$ cat src/rtl/serial_rx_sequencer.sv
// Serial frame receiver: start bit, port address, payload length, payload routed to a one-hot port.
// Optional even-parity check over the payload is compiled in with `define PARITY_CHECK_EN.
module serial_rx_sequencer #(
  parameter int ADDR_W = 2,
  parameter int LEN_W  = 4
) (
  input  logic                 clk,
  input  logic                 rst,
  input  logic                 clkEn,
  input  logic                 SerIn,
  output logic                 SerOut,
  output logic                 SerOutValid,
  output logic [2**ADDR_W-1:0] PortEn,
  output logic                 Busy,
  output logic                 Done,
  output logic                 ParErr
);

  localparam int NPORT = 2**ADDR_W;

  typedef enum logic [2:0] {
    IDLE,
    ADDR,
    LEN,
    DATA,
`ifdef PARITY_CHECK_EN
    PARITY,
`endif
    DONE
  } state_t;

  state_t             state_q;
  logic [ADDR_W-1:0]  acnt_q;
  logic [LEN_W-1:0]   lcnt_q;
  logic [LEN_W-1:0]   dcnt_q;
  logic [ADDR_W-1:0]  addr_q;
  logic [LEN_W-1:0]   len_q;
  logic               busy_q;
  logic               done_q;
  logic               valid_q;
  logic [NPORT-1:0]   porten_q;
  logic [ADDR_W-1:0]  addr_d;
  logic [LEN_W-1:0]   len_d;
`ifdef PARITY_CHECK_EN
  logic               par_q;
  logic               perr_q;
`endif

  function automatic logic [NPORT-1:0] onehot(input logic [ADDR_W-1:0] a);
    return NPORT'(1) << a;
  endfunction

  // MSB-first shift: the newest bit enters at the LSB.
  assign addr_d = (addr_q << 1) | ADDR_W'(SerIn);
  assign len_d  = (len_q << 1) | LEN_W'(SerIn);

  always_ff @(posedge clk or negedge rst) begin
    if (!rst) begin
      state_q  <= IDLE;
      acnt_q   <= '0;
      lcnt_q   <= '0;
      dcnt_q   <= '0;
      addr_q   <= '0;
      len_q    <= '0;
      busy_q   <= 1'b0;
      done_q   <= 1'b0;
      valid_q  <= 1'b0;
      porten_q <= '0;
`ifdef PARITY_CHECK_EN
      par_q    <= 1'b0;
      perr_q   <= 1'b0;
`endif
    end else if (clkEn) begin
      valid_q  <= 1'b0;
      porten_q <= '0;
      done_q   <= 1'b0;
      case (state_q)
        IDLE: begin
          if (!SerIn) begin
            state_q <= ADDR;
            acnt_q  <= ADDR_W'(ADDR_W - 1);
            busy_q  <= 1'b1;
`ifdef PARITY_CHECK_EN
            par_q   <= 1'b0;
`endif
          end
        end
        ADDR: begin
          addr_q <= addr_d;
          if (acnt_q == '0) begin
            state_q <= LEN;
            lcnt_q  <= LEN_W'(LEN_W - 1);
          end else begin
            acnt_q <= acnt_q - 1'b1;
          end
        end
        LEN: begin
          len_q <= len_d;
          if (lcnt_q == '0) begin
            if (len_d != '0) begin
              state_q  <= DATA;
              dcnt_q   <= len_d;
              valid_q  <= 1'b1;
              porten_q <= onehot(addr_q);
            end else begin
`ifdef PARITY_CHECK_EN
              state_q <= PARITY;
`else
              state_q <= DONE;
              done_q  <= 1'b1;
`endif
            end
          end else begin
            lcnt_q <= lcnt_q - 1'b1;
          end
        end
        DATA: begin
`ifdef PARITY_CHECK_EN
          par_q <= par_q ^ SerIn;
`endif
          dcnt_q <= dcnt_q - 1'b1;
          if (dcnt_q == LEN_W'(1)) begin
`ifdef PARITY_CHECK_EN
            state_q <= PARITY;
`else
            state_q <= DONE;
            done_q  <= 1'b1;
`endif
          end else begin
            valid_q  <= 1'b1;
            porten_q <= porten_q;
          end
        end
`ifdef PARITY_CHECK_EN
        PARITY: begin
          // Even parity: the parity bit must equal the XOR of the payload bits.
          perr_q  <= SerIn ^ par_q;
          state_q <= DONE;
          done_q  <= 1'b1;
        end
`endif
        DONE: begin
          state_q <= IDLE;
          busy_q  <= 1'b0;
`ifdef PARITY_CHECK_EN
          perr_q  <= 1'b0;
`endif
        end
        default: begin
          state_q <= IDLE;
          busy_q  <= 1'b0;
        end
      endcase
    end
  end

  assign SerOut      = valid_q & SerIn;
  assign SerOutValid = valid_q;
  assign PortEn      = porten_q;
  assign Busy        = busy_q;
  assign Done        = done_q;
`ifdef PARITY_CHECK_EN
  assign ParErr      = perr_q;
`else
  assign ParErr      = 1'b0;
`endif

endmodule

$ cat config.mk
export PLATFORM = sky130hd
export DESIGN_NAME = serial_rx_sequencer
export DESIGN_NICKNAME = d
export VERILOG_FILES = /design/src/rtl/serial_rx_sequencer.sv
export SDC_FILE = /design/constraint.sdc
export NUM_CORES = 1
export LEC_CHECK = 0
export CAP_MARGIN = 25
export CORE_UTILIZATION = 56
export DETAILED_ROUTE_END_ITERATION = 8
export GPL_ROUTABILITY_DRIVEN = 0
export PLACE_DENSITY = 0.88
export SLEW_MARGIN = 5
export SYNTH_ARGS = -nofsm -noshare
export SYNTH_HDL_FRONTEND = slang
export SYNTH_SLANG_ARGS = --single-unit
$ cat constraint.sdc
create_clock -name clk -period 2.3 [get_ports clk]
set_input_delay 0.46 -clock clk [delete_from_list [all_inputs] [get_ports clk]]
set_output_delay 0.46 -clock clk [all_outputs]
set_load 0.05 [all_outputs]
# Word-level counts from Yosys, hierarchy flattened
# Index checks and enable logic that the tools add are counted.
[totals]
word_cells = 74
register_bits = 25
out_inout_bits = 9
input_bits = 4
[op_classes]
bitwise = 4
reduce_logical = 16
eq_ne = 11
addsub = 3
shifts = 1
muxes = 29
[op_table]
columns = ["cell", "count"]
rows = [
  ["$mux W4", 7],
  ["$pmux W4 S2", 3],
  ["$mux W3", 5],
  ["$ne A2 B2 Y1 const B", 7],
  ["$pmux W3 S4", 1],
  ["$reduce_and A4 Y1", 3],
  ["$sub A4 B1 Y4 const B", 2],
  ["$mux W1", 7],
  ["$eq A3 B2 Y1 const B", 2],
  ["$pmux W1 S2", 3],
  ["$reduce_and A2 Y1", 3],
  ["$reduce_bool A2 Y1", 3],
  ["$reduce_and A5 Y1", 1],
  ["$eq A4 B1 Y1 const B", 1],
  ["$logic_not A4 Y1", 1],
  ["$mux W2", 2],
  ["$or A4 B1 Y4", 1],
  ["$pmux W2 S2", 1],
  ["$reduce_bool A4 Y1", 1],
  ["$shl A1 B2 Y4 const A", 1],
  ["$eq A3 B1 Y1 const B", 1],
  ["$logic_not A3 Y1", 1],
  ["$reduce_and A3 Y1", 1],
  ["$reduce_or A3 Y1", 1],
  ["other kinds (5)", 5],
]

# Depth between registers and ports, before layout
[logic_depth]
ltp_word = 5
mapped_depth = 6
ltp_nobuf = 6

# Least setup slack after synthesis
# No wires, ideal clock.
[synth_path]
kind = "reg-to-output"
from = "reg valid_q, in the netlist SerOutValid"
to = "out SerOut"
arrival_ns = 1.376
path_slack_ns = 0.464
required_ns = 1.840
path_stages_with_launch = 3
n_path_buf = 0
cell_sequence = "dfrtp_1 > inv_1 > nor2_1"
[synth_between]
elab_chain_cells = 1
[synth_lines]
columns = ["item", "line_no", "rtl"]
rows = [
  ["start: declaration", "40", "logic valid_q;"],
  ["start signal: assignment", "67", "valid_q <= 1'b0;"],
  ["start signal: assignment", "74", "valid_q <= 1'b0;"],
  ["start signal: assignment", "103", "valid_q <= 1'b1;"],
  ["$and A1 B1 Y1", "157", "assign SerOut = valid_q & SerIn;"],
  ["end: declaration", "11", "output logic SerOut,"],
]
# No other way between the ends.

# Worst setup path in the final report
[layout_path]
from = "reg done_q, in the netlist Done"
to = "out Done"
[layout_rtl]
columns = ["item", "line_no", "rtl"]
rows = [
  ["start: declaration", "39", "logic done_q;"],
  ["start signal: assignment", "66", "done_q <= 1'b0;"],
  ["start signal: assignment", "76", "done_q <= 1'b0;"],
  ["start signal: assignment", "110", "done_q <= 1'b1;"],
  ["end: declaration", "15", "output logic Done,"],
]
# No word-level cell between the ends.

==> results.md <==
- Rows: 17
- Count of cell types in the netlist: 44
- Sum of negative setup slack: 0 ns
- Fmax: 505 MHz
- Share of synthesized registers carrying an async set or reset: 100%
- Htree depth: 1
- Min-Delay Path Class: in -> async
- Critical path depth in cells: 1
- PortBufs: 11
- Crit-path max FO: 2
- Final Cycle Share: 86.0%
- CTS buffer count: 3
- Pleak: 0.696 nW
- Sequential element share of the synthesized area: 44.6%
- Buf/Inv on CP: 1
- Largest family of logic cells by synthesized area: simple AND/OR/NAND/NOR gates
- Overflow after GRT: 0
- Crit path required time: 1.84 ns
- Worst-path cell chain: clkdlybuf4s50_1
- Critical R2R Launch: state_q[0]
- Pin count of the biggest net entering global routing: 26
- Final hold violations: 0
- Cts repair resizes: 0
- Synthesis-stage register bit count: 25
- Minimum hold slack: 0.474 ns
- Worst slack, placed: 0.0905 ns
- Worst rel slew slack: 60.4%
- PnR worst setup slack: 0.322 ns
- Compound-Gate Fraction of Synth Area: 16.4%
- Measured slew at the worst slew-check pin: 0.594 ns
- Wirelength per Cell: 14.2 um
- Worst vdd rail ir drop: 793 uV
- DP Area: 1570 um^2
- CTS Sinks: 25
- Top Ports: 13
- R2R cell count: 4
- Post-route DRC: 0
- CP max-delay cell: clkdlybuf4s50_1
- Crit Path Category: reg -> out
- Via count: 1074
- Worst reg2reg endpoint: state_q[0]
- # hold bufs at CTS: 0
- Area Overhead vs Synth: 13.9%
- Layout cells sized above 1: 16.3%
- Cell Area, Synth: 1400 um^2
- Initial antenna violation count: 0
- Die area: 2710 um^2
- Initial Util: 61.6%
- Setup Buffers After CTS: 0
- RSZ-0062 raised after global routing: false
- Critical path's top delay family: buffers and inverters
- Worst-Skew Late Latency: 0.32 ns
- Ys flop type: dfrtp_1
- Post-synth EDFFs: 0
- DR pass1 iterations: 4
- Final instance area: 1600 um^2
- Syn_area_per_cell: 10.2 um^2
- GRT Total Usage: 22.6%
- Drt first-iter violations: 29
- Dpl cells: 177
- Final net count: 162
- Mux share of post-synthesis cell area: 11.1%
- Crit path launch: Done
- Final WL: 2560 um
- CP Capture Type: primary output
- Post-synthesis adder-cell area fraction: 3.57%
- Final antenna diode count: 0
- Crit path largest cell delay: 0.81 ns
- Post-synthesis net count: 146
- DIE WIDTH: 52.0 um
- Die height: 52.0 um
- Clock Root Buffer: clkbuf_4
- Vias/cell: 5.93
- Synth Area in XOR/XNOR: 0%
- Syn Inst Count: 138
- Pins over their slew limit: 0
- Final setup violation count: 0
- Core Area: 2280 um^2
- Yosys Warn Count: 0
- Post-DRT Antenna Nets: 0
- Final min period: 1.98 ns
- Worst reg-to-reg setup slack: 0.40 ns
- Clk buf depth: 2
- CP Data Arrival Time: 1.52 ns
- Clock-pin slew on the worst setup and hold paths: 0.13 ns
- Worst Setup EP: Done
- Vias in the first global route: 1080
- Global-route wire length before repair: 4490 um
- Final Skew: 0.00229 ns
- HPWL after DPL: 1920 um
- Simple-gate area share of the yosys netlist: 19.4%
- Fin cells: 181
- CTS tree: done
- Outcome: complete, no violations
- CP startpoint kind: flip-flop
- PwrDens: 1180 nW/um^2
- Max cap viols: 0
[synthesized netlist by cell type (2+ instances only)]
| master | instances | share of area (%) |
|---|---|---|
| a21oi_1 | 3 | 1.1 |
| a2bb2oi_1 | 2 | 1.2 |
| a31oi_1 | 2 | 0.89 |
| and3_1 | 2 | 0.89 |
| buf_2 | 2 | 0.71 |
| buf_4 | 2 | 1.1 |
| clkbuf_1 | 2 | 0.54 |
| dfrtp_1 | 25 | 45 |
| ha_1 | 4 | 3.6 |
| inv_1 | 9 | 2.4 |
| mux2_1 | 3 | 2.4 |
| mux2_2 | 5 | 4.0 |
| mux2i_1 | 5 | 3.6 |
| nand2_1 | 13 | 3.5 |
| nand2b_1 | 2 | 0.89 |
| nand3_1 | 2 | 0.71 |
| nand3b_1 | 3 | 1.6 |
| nor2_1 | 7 | 1.9 |
| nor2b_1 | 3 | 1.3 |
| nor3_1 | 4 | 1.4 |
| nor3b_1 | 2 | 1.1 |
| o21ai_0 | 6 | 2.1 |
| o21ai_1 | 5 | 1.8 |
| o31ai_1 | 3 | 1.6 |
| o41ai_1 | 2 | 1.2 |
| or3b_1 | 2 | 1.2 |
[per-layer routing]
layer	up-vias	GRT usage, %	wire length [um]
met4	0	12.2	53
met1	508	27.4	1170
met3	5	2.92	109
met2	32	38.5	1230
li1	529	-	-
met5	-	0	0
[per-stage QoR]
step | power [W] | util (%)
2_1_floorplan | 0.00146 | -
3_3_place_gp | 0.00164 | 69.0
3_5_place_dp | 0.00169 | 69.0
4_1_cts | 0.00190 | 70.2
5_1_grt | 0.00203 | 70.2
6_report | 0.00188 | 70.2
[cells by family after synthesis]
| family | Yosys count |
|---|---|
| AOI/OAI and AO/OA | 32 |
| adders and majority gates | 4 |
| buffers and inverters | 15 |
| DFF | 25 |
| muxes | 14 |
| other | 1 |
| and+or+nand+nor | 47 |
[where the power goes]
group          leakage, nW  internal (W)  switching [W]  total [W]
registers            0.311      0.000598       0.000206   0.000804
logic                0.368      0.000421       0.000463   0.000884
clock network       0.0177     0.0000653       0.000132   0.000197
total                0.696       0.00108       0.000801    0.00188
[worst min path at each step]
| stage | start | to | slack, ns | cells after the start |
|---|---|---|---|---|
| after CTS | rst | PortEn[0] | 0.47 | 2 |
| after global placement | PortEn[2] | PortEn[2] | 0.46 | 2 |
| final | rst | SerOutValid | 0.47 | 2 |
| after detailed placement | PortEn[1] | PortEn[1] | 0.48 | 2 |
| after global routing | rst | SerOutValid | 0.52 | 2 |
| after floorplan | rst | Busy | 0.16 | 0 |
[sequential cells by signal (all words and copies together), names as in the netlist]
register / cells
dcnt_q: 4
PortEn: 4
state_q: 3
len_q: 3
Done: 1
lcnt_q: 4
SerOutValid: 1
Busy: 1
acnt_q: 2
addr_q: 2
[placed cells by master, fill, tap and decap left out, types with 5 or more instances in the layout]
cell type,Yosys,final
dfrtp_1,25,25
o21ai_1,5,5
clkdlybuf4s50_1,0,10
mux2i_1,5,5
inv_1,9,9
nor2_1,7,7
nand2_1,13,13
buf_4,2,6
mux2_2,5,5
o21ai_0,6,6
[area by class of cell]
type	count	area [um^2]
repair buffers	17	165
inverters	9	33.8
clock inverters	1	5.00
well taps	28	35.0
clock buffers	3	22.5
flip-flops and latches	25	626
multi-input cells	98	711
fillers	177	678
Power figures use the tool's default switching activity.
